--- config.mk ---
export PLATFORM = sky130hd
export DESIGN_NAME = ibex_l2_regfile_bank
export DESIGN_NICKNAME = d
export VERILOG_FILES = /design/src/rtl/ibex_l2rf_pkg.sv /design/src/rtl/ibex_l2rf_wbuf.sv /design/src/rtl/ibex_l2_regfile_bank.sv
export SDC_FILE = /design/constraint.sdc
export NUM_CORES = 2
export LEC_CHECK = 0
export BUFFER_PORTS_ARGS = -buffer_cell sky130_fd_sc_hd__buf_2
export CAP_MARGIN = 10
export CORE_ASPECT_RATIO = 1.4
export CORE_UTILIZATION = 60
export CTS_CLUSTER_DIAMETER = 100
export DETAILED_ROUTE_END_ITERATION = 8
export PLACE_DENSITY_LB_ADDON = 0.3
export REMOVE_ABC_BUFFERS = 1
export SKIP_LAST_GASP = 1
export SYNTH_ARGS = -nofsm -noshare
export SYNTH_HDL_FRONTEND = slang
export SYNTH_SLANG_ARGS = --single-unit
--- constraint.sdc ---
create_clock -name clk_i -period 97.9 [get_ports clk_i]
set_input_delay 19.58 -clock clk_i [delete_from_list [all_inputs] [get_ports clk_i]]
set_output_delay 19.58 -clock clk_i [all_outputs]
set_load 0.05 [all_outputs]
--- src/rtl/ibex_l2rf_pkg.sv ---
// Shared types and constants for the L2 register-file bank.
package ibex_l2rf_pkg;

    localparam int unsigned RegAddrW = 5;
    localparam int unsigned NumRegs  = 1 << RegAddrW;
    // Holds ReadLatency-1 for the legal latency range 1..4
    localparam int unsigned LatCntW  = 2;
    // Occupancy counter covers 0..4 entries
    localparam int unsigned WbLevelW = 3;
    // Widest data payload a write-buffer entry can carry
    localparam int unsigned MaxDataW = 64;

    typedef enum logic [0:0] {
        IDLE = 1'b0,
        READ = 1'b1
    } l2rf_state_e;

    typedef struct packed {
        logic [RegAddrW-1:0] addr;
        logic [MaxDataW-1:0] data;
    } wb_entry_t;

endpackage

--- src/rtl/ibex_l2rf_wbuf.sv ---
// Posted write buffer: FIFO of {addr, data} with youngest-match lookup for forwarding.
module ibex_l2rf_wbuf
    import ibex_l2rf_pkg::*;
#(
    parameter int unsigned DataWidth = 32,
    parameter int unsigned WbDepth   = 2
) (
    input  logic                 i_clk,
    input  logic                 i_rst,
    input  logic                 i_push,
    input  logic [RegAddrW-1:0]  i_push_addr,
    input  logic [DataWidth-1:0] i_push_data,
    input  logic                 i_pop,
    output logic [RegAddrW-1:0]  o_pop_addr,
    output logic [DataWidth-1:0] o_pop_data,
    output logic                 o_full,
    output logic                 o_empty,
    output logic [WbLevelW-1:0]  o_level,
    input  logic [RegAddrW-1:0]  i_lookup_addr,
    output logic                 o_lookup_hit,
    output logic [DataWidth-1:0] o_lookup_data
);

    localparam int unsigned PtrW = (WbDepth > 1) ? $clog2(WbDepth) : 1;

    wb_entry_t           r_mem [WbDepth];
    logic [PtrW-1:0]     r_wr_ptr;
    logic [PtrW-1:0]     r_rd_ptr;
    logic [WbLevelW-1:0] r_level;
    logic [PtrW-1:0]     w_idx;

    // Pointers wrap modulo WbDepth, which need not be a power of two
    function automatic logic [PtrW-1:0] ptr_inc(input logic [PtrW-1:0] p);
        return (32'(p) == WbDepth - 1) ? '0 : p + 1'b1;
    endfunction

    // Entry storage, pointers and explicit occupancy counter
    always_ff @(posedge i_clk or posedge i_rst) begin
        if (i_rst) begin
            for (int i = 0; i < WbDepth; i++) begin
                r_mem[i] <= '0;
            end
            r_wr_ptr <= '0;
            r_rd_ptr <= '0;
            r_level  <= '0;
        end else begin
            if (i_push) begin
                r_mem[r_wr_ptr].addr <= i_push_addr;
                r_mem[r_wr_ptr].data <= MaxDataW'(i_push_data);
                r_wr_ptr             <= ptr_inc(r_wr_ptr);
            end
            if (i_pop) begin
                r_rd_ptr <= ptr_inc(r_rd_ptr);
            end
            if (i_push && !i_pop) begin
                r_level <= r_level + 1'b1;
            end else if (!i_push && i_pop) begin
                r_level <= r_level - 1'b1;
            end
        end
    end

    assign o_pop_addr = r_mem[r_rd_ptr].addr;
    assign o_pop_data = r_mem[r_rd_ptr].data[DataWidth-1:0];
    assign o_full     = (32'(r_level) >= WbDepth);
    assign o_empty    = (r_level == '0);
    assign o_level    = r_level;

    // Walk oldest to youngest so the last match (the youngest) wins
    always_comb begin
        o_lookup_hit  = 1'b0;
        o_lookup_data = '0;
        w_idx         = '0;
        for (int unsigned k = 0; k < WbDepth; k++) begin
            w_idx = PtrW'((32'(r_rd_ptr) + k) % WbDepth);
            if ((k < 32'(r_level)) && (r_mem[w_idx].addr == i_lookup_addr)) begin
                o_lookup_hit  = 1'b1;
                o_lookup_data = r_mem[w_idx].data[DataWidth-1:0];
            end
        end
    end

endmodule

--- src/rtl/ibex_l2_regfile_bank.sv ---
// Slow backing store for registers that miss in the L1 window: fixed-latency
// reads over valid/ready, writes posted through a small buffer drained when idle.
module ibex_l2_regfile_bank
    import ibex_l2rf_pkg::*;
#(
    parameter int unsigned DataWidth   = 32,
    parameter int unsigned ReadLatency = 2,
    parameter int unsigned WbDepth     = 2,
    parameter bit          RV32E       = 1'b0
) (
    input  logic                 clk_i,
    input  logic                 rst_i,
    input  logic                 req_valid_i,
    output logic                 req_ready_o,
    input  logic [RegAddrW-1:0]  req_addr_i,
    output logic                 rsp_valid_o,
    output logic [RegAddrW-1:0]  rsp_addr_o,
    output logic [DataWidth-1:0] rsp_rdata_o,
    input  logic                 wr_valid_i,
    output logic                 wr_ready_o,
    input  logic [RegAddrW-1:0]  wr_addr_i,
    input  logic [DataWidth-1:0] wr_data_i,
    output logic                 busy_o,
    output logic [WbLevelW-1:0]  wb_level_o
);

    l2rf_state_e          r_state;
    logic [LatCntW-1:0]   r_cnt;
    logic [RegAddrW-1:0]  r_req_addr;
    logic [DataWidth-1:0] r_req_data;
    logic                 r_rsp_valid;
    logic [RegAddrW-1:0]  r_rsp_addr;
    logic [DataWidth-1:0] r_rsp_rdata;
    logic [DataWidth-1:0] r_regs [NumRegs];

    logic                 w_full;
    logic                 w_empty;
    logic [WbLevelW-1:0]  w_level;
    logic                 w_req_fire;
    logic                 w_wr_addr_ok;
    logic                 w_push;
    logic                 w_pop;
    logic [RegAddrW-1:0]  w_pop_addr;
    logic [DataWidth-1:0] w_pop_data;
    logic                 w_hit;
    logic [DataWidth-1:0] w_hit_data;
    logic [DataWidth-1:0] w_rd_data;

    // A full buffer blocks reads so the drain is guaranteed to make progress
    assign req_ready_o  = (r_state == IDLE) && !w_full;
    assign wr_ready_o   = !w_full;
    assign w_req_fire   = req_valid_i && req_ready_o;
    // x0 and, on RV32E, x16..x31 do not exist: accept the write but drop it
    assign w_wr_addr_ok = (wr_addr_i != '0) && !(RV32E && wr_addr_i[RegAddrW-1]);
    assign w_push       = wr_valid_i && wr_ready_o && w_wr_addr_ok;
    assign w_pop        = (r_state == IDLE) && !w_empty && !w_req_fire;

    ibex_l2rf_wbuf #(
        .DataWidth (DataWidth),
        .WbDepth   (WbDepth)
    ) u_wbuf (
        .i_clk         (clk_i),
        .i_rst         (rst_i),
        .i_push        (w_push),
        .i_push_addr   (wr_addr_i),
        .i_push_data   (wr_data_i),
        .i_pop         (w_pop),
        .o_pop_addr    (w_pop_addr),
        .o_pop_data    (w_pop_data),
        .o_full        (w_full),
        .o_empty       (w_empty),
        .o_level       (w_level),
        .i_lookup_addr (req_addr_i),
        .o_lookup_hit  (w_hit),
        .o_lookup_data (w_hit_data)
    );

    // Read snapshot source: zero for absent registers, else youngest buffered write, else array
    always_comb begin
        w_rd_data = '0;
        if ((req_addr_i == '0) || (RV32E && req_addr_i[RegAddrW-1])) begin
            w_rd_data = '0;
        end else if (w_hit) begin
            w_rd_data = w_hit_data;
        end else begin
            w_rd_data = r_regs[req_addr_i];
        end
    end

    // Array is written only from the drain, which only happens in IDLE
    always_ff @(posedge clk_i or posedge rst_i) begin
        if (rst_i) begin
            for (int i = 0; i < NumRegs; i++) begin
                r_regs[i] <= '0;
            end
        end else if (w_pop) begin
            r_regs[w_pop_addr] <= w_pop_data;
        end
    end

    // Read FSM; r_cnt holds the cycles remaining until rsp_valid_o rises
    always_ff @(posedge clk_i or posedge rst_i) begin
        if (rst_i) begin
            r_state     <= IDLE;
            r_cnt       <= '0;
            r_req_addr  <= '0;
            r_req_data  <= '0;
            r_rsp_valid <= 1'b0;
            r_rsp_addr  <= '0;
            r_rsp_rdata <= '0;
        end else begin
            r_rsp_valid <= 1'b0;
            unique case (r_state)
                IDLE: begin
                    if (w_req_fire) begin
                        if (ReadLatency == 1) begin
                            r_rsp_valid <= 1'b1;
                            r_rsp_addr  <= req_addr_i;
                            r_rsp_rdata <= w_rd_data;
                        end else begin
                            r_state    <= READ;
                            r_cnt      <= LatCntW'(ReadLatency - 1);
                            r_req_addr <= req_addr_i;
                            r_req_data <= w_rd_data;
                        end
                    end
                end
                READ: begin
                    r_cnt <= r_cnt - 1'b1;
                    if (r_cnt == LatCntW'(1)) begin
                        r_rsp_valid <= 1'b1;
                        r_rsp_addr  <= r_req_addr;
                        r_rsp_rdata <= r_req_data;
                        r_state     <= IDLE;
                    end
                end
                default: r_state <= IDLE;
            endcase
        end
    end

    assign rsp_valid_o = r_rsp_valid;
    assign rsp_addr_o  = r_rsp_addr;
    assign rsp_rdata_o = r_rsp_rdata;
    assign busy_o      = (r_state != IDLE) || (w_level != '0);
    assign wb_level_o  = w_level;

endmodule
# After elaboration in Yosys (flattened, before gate mapping)
# Cells that the tools add are included.
[totals]
reg_bits = 1245
inputBits = 46
word_cells = 132
output_inout_bits = 44
[op_classes]
n_bitwise = 6
order_cmp = 10
mux = 35
reduce_logical = 25
eq_ne = 4
addsub = 6
[ops]
columns = ["op", "count"]
rows = [
  ["$bwmux 1024", 1],
  ["$mux 69", 7],
  ["$bwmux 138", 2],
  ["$mux 32", 7],
  ["$bmux 32 s5", 1],
  ["$demux 32 s5", 1],
  ["$demux 69 s1", 2],
  ["$mux 64", 1],
  ["$ge 6x6->1 const B", 2],
  ["$logic_and 1x1->1", 12],
  ["$not 5->6", 2],
  ["$eq 5x5->1", 2],
  ["$mux 1", 8],
  ["$ge 2x2->1 const B", 3],
  ["$lt 1x3->1 const A", 2],
  ["$lt 6x1->1 const B", 1],
  ["$mux 3", 2],
  ["$not 1->2", 3],
  ["$logic_not 1->1", 5],
  ["$logic_not 5->1", 1],
  ["$reduce_bool 5->1", 1],
  ["$pmux 2 s2", 1],
  ["$reduce_and 2->1", 2],
  ["$add 1x1->1 const B", 3],
  ["14 further kinds", 14],
]

# Logic depth before layout (Yosys ltp)
[logic_depth]
ltp_word = 10
ltp_mapped = 12
ltp_nobuf = 10

# By module
# From an unflattened synthesis, not the netlist that was laid out.
[unflattened]
hier_cells = 3805
area_unflattened_um2 = 54810.1
[modules_own_cells]
columns = ["module", "cells_each", "n_inst", "area_each_um2", "seq_area_each_um2"]
rows = [
  ["ibex_l2_regfile_bank", 3271, 1, 49540.0, 27576.4],
  ["ibex_l2rf_wbuf", 534, 1, 5270.1, 1976.9],
]

# Worst setup path before layout
# OpenSTA, ideal clock, no wires.
[synth_path]
path_kind = "register -> output"
from = "register u_wbuf.r_level[0], in the netlist u_wbuf.o_level[0]"
to = "output req_ready_o"
arrival_ps = 2578
required_ps = 78320
stages_incl_launch_ff = 4
setup_slack_ps = 75742
path_buffers = 0
path_cell_list = "dfrtp_1 inv_1 ha_1 nor4_1"
[synth_via]
elab_chain_len = 3
[synth_rtl]
columns = ["element", "line_no", "source"]
rows = [
  ["from (decl)", "ibex_l2rf_wbuf.sv:29", "logic [WbLevelW-1:0] r_level;"],
  ["from (signal assigned)", "ibex_l2rf_wbuf.sv:56", "r_level <= r_level + 1'b1;"],
  ["from (signal assigned)", "ibex_l2rf_wbuf.sv:58", "r_level <= r_level - 1'b1;"],
  ["$ge 3x2->1", "ibex_l2rf_wbuf.sv:65", "assign o_full = (32'(r_level) >= WbDepth);"],
  ["$logic_not 1->1", "ibex_l2_regfile_bank.sv:50", "assign req_ready_o = (r_state == IDLE) && !w_full;"],
  ["$logic_and 1x1->1", "ibex_l2_regfile_bank.sv:50", ""],
  ["to (decl)", "ibex_l2_regfile_bank.sv:14", "output logic req_ready_o,"],
]
# No other way between the ends.

==> out/metrics.csv <==
metric,value,unit
rsz0062_at_grt,false,
yosys.area.top_type,dfrtp_1,
synthesis.area,0.05178,mm²
ys_types,59,
layout_common_cells,"dfrtp_1, nand2_1, o21ai_0",
gp_congestion,0.8209,
clock_latency,0.69,ns
antenna_found_initial,2,
grt.busiest_layer,met2,
start_util,60.57,%
num_vias,37850,
max_freq,43.18,MHz
cts.htree.levels,3,
tightest_slew,1.185,ns
drc,0,
ant_nets,0,
synth_edf_count,0,
synth_area_leaders,"dfrtp_1, o21ai_0, nand2_1",
async_reset_ff_share,100.0,%
hpwl,80.88,mm
mostFrequentLayoutCell,dfrtp_1,
crit_path_end_kind,asynchronous set/reset pin,
status,"complete, no violations",
grt_max_degree,188,
cts_buffers,105,
cp_top_family,buffers and inverters,
use_met2,56.72,%
synth_top_flop_cell,dfrtp_1,
fill_cells,6417,
dpl_cell_area,0.05301,mm²
p_leak,26.06,nW
clk_path_buf_depth,3,
drt_iter0_drc,3576,
intPower,1.126,mW
dieArea,0.08749,mm²
syn_to_final_growth,9.325,%
portBuffers,89,
power.share.switching,37.24,%
cts_resized,0,
grt_util_met1,43.11,%
start_kind,input port,
crit_chain,buf_2 > inv_8 > buf_4 > buf_4 > buf_4 > buf_4,
die_y,349.6,µm
stdcell_area,0.05661,mm²
fin_crit_sh,23.66,%
cp_slowest_cell,buf_4,
finalPower,1.794,mW
routed_wl,145.7,mm
slowest_delay,0.93,ns
setup_tns,0,ns
worstSetupPathType,input port to asynchronous set/reset pin,
syn_area_per_cell,10.54,µm²
grt_pass1_wl,225.6,mm
utilization,66.21,%
power_switching,0.6683,mW
synth_top_area_share,57.08,%
rows,127,
cts_tree,yes,
cp_data_arrival_time,23.85,ns
p_seq_share,44.1,%
critPathMostFrequentCell,buf_4,
fin_skew,0.01947,ns
grt_use_total,34.00,%
grt-ovfl-total,0,
hold_ws,0.4711,ns
min_period,23.16,ns
vdd_drop_max,17.22,µV
syn_inst,4913,
worstPathRequired,98.59,ns
die_w,250.3,µm
hold_buffers,0,
combinationalPowerShare,31.7,%
maxSlewViolCount,0,
yosys_register_bits,1181,
crit_buf_inv,6,
clkTransAtPathRegs,0.06,ns
core-area,0.08549,mm²
wl_per_cell,24.54,µm
via_per_inst,6.375,
drv_cap,0,
max_slew_margin,21.03,%
io_pins,90,
ys_warn_count,0,
setup_viol,0,
cts_setup_buffers,0,
grt_util_met3,5.780,%
cts_root_buffer,clkbuf_16,
p_per_area,31.70,mW/mm²
synth-seq-area-share,57.08,%
final-hold-violation-count,0,
drive_gt1_share,13.49,%
final_nets,4813,
pwr-share-clk,24.2,%
critPathMaxFanout,114,
first_pass_iters,6,
hold_path.class,register to register,
cts_sinks,1181,
n_antenna_cell,0,
grt_pass1_vias,37800,
[synthesized netlist by cell type, drive strengths merged (2+ instances only)]
cell type     n
mux4         91
o21a          3
nand2b        5
nand4        26
mux2        118
a221oi       10
o32ai         3
nor2b        10
a22oi       186
mux2i       404
and3          3
nor2         47
o31ai         2
ha            7
xor2         12
nand3       118
o22ai         3
inv          12
xnor2         3
and2          5
o311ai        3
a221o        29
buf          95
a21oi         4
nor3         10
o211ai        2
nand2      1083
clkbuf      357
o21ai      1065
dfrtp      1181
a222oi        2
[per-stage QoR]
step / setup WS (ns) / std cells
6_report: 74.74 / 5938
5_1_grt: 74.01 / 5938
4_1_cts: 74.51 / 5938
3_5_place_dp: 73.78 / 5749
3_3_place_gp: 73.86 / 5749
2_1_floorplan: 45.05 / 4461
[cells by family (layout without fill, tap and decap cells)]
logic type | after synthesis | in the layout | synth area share (%)
xor gates and xnor gates | 15 | 15 | 0.2537
muxes | 613 | 613 | 14.34
adders and majority gates | 7 | 7 | 0.1691
DFF | 1181 | 1181 | 57.08
AOI/OAI and AO/OA | 1320 | 1320 | 14.28
and+or+nand+nor | 1313 | 1313 | 10.20
buffers and inverters | 464 | 393 | 3.675
[state kept, by name (all words and copies together) (netlist names)]
name             count
r_regs            1024
u_wbuf.r_mem        74
r_req_data          32
rsp_rdata_o         32
r_req_addr           5
rsp_addr_o           5
u_wbuf.o_level       3
r_cnt                2
r_state              1
rsp_valid_o          1
u_wbuf.r_rd_ptr      1
u_wbuf.r_wr_ptr      1
[layer usage]
layer	vias to the layer above	wire, µm
li1	16790	-
met1	19090	56140
met2	1553	71480
met3	422	10640
met4	2	7456
met5	-	16
[worst paths after layout]
path,startpoint,to,slack [ns],cells past startpoint
worst min-delay path,r_req_addr[3],r_req_addr[3],0.47,2
worst min register to register,r_req_addr[3],r_req_addr[3],0.47,2
max in group clk_i,req_addr_i[1],r_req_data[30],75.20,10
min in group asynchronous,rst_i,rsp_rdata_o[29],19.00,2
worst max-delay path,rst_i,r_regs[172],74.74,6
worst max register to register,u_wbuf.r_rd_ptr,r_regs[288],93.31,8
[power groups by stage]
| stage | Sequential (mW) | Clock, mW | Combinational (mW) |
|---|---|---|---|
| floorplan | 0.797 | 0 | 0.349 |
| global placement | 0.783 | 0 | 0.541 |
| detailed placement | 0.794 | 0 | 0.560 |
| CTS | 0.788 | 0.436 | 0.566 |
| global route | 0.810 | 0.455 | 0.630 |
| finish | 0.791 | 0.434 | 0.569 |
[cell type report]
cell class | instances | area, µm² | share of cell area (%)
multi-input combinational | 3268 | 20760 | 36.68
clock buffer | 156 | 3097 | 5.471
sequential | 1181 | 29560 | 52.21
tap | 1096 | 1371 | 2.423
clock inverter | 33 | 500.5 | 0.8841
inverter | 12 | 52.55 | 0.09283
timing repair buffer | 192 | 1266 | 2.237
[tightest hold or removal path, delay by kind of cell, from the launching register on]
kind / cells / cell delay, ns
flops: 1 / 0.34
simple gates: 2 / 0.10
Power figures use the tool's default switching activity.
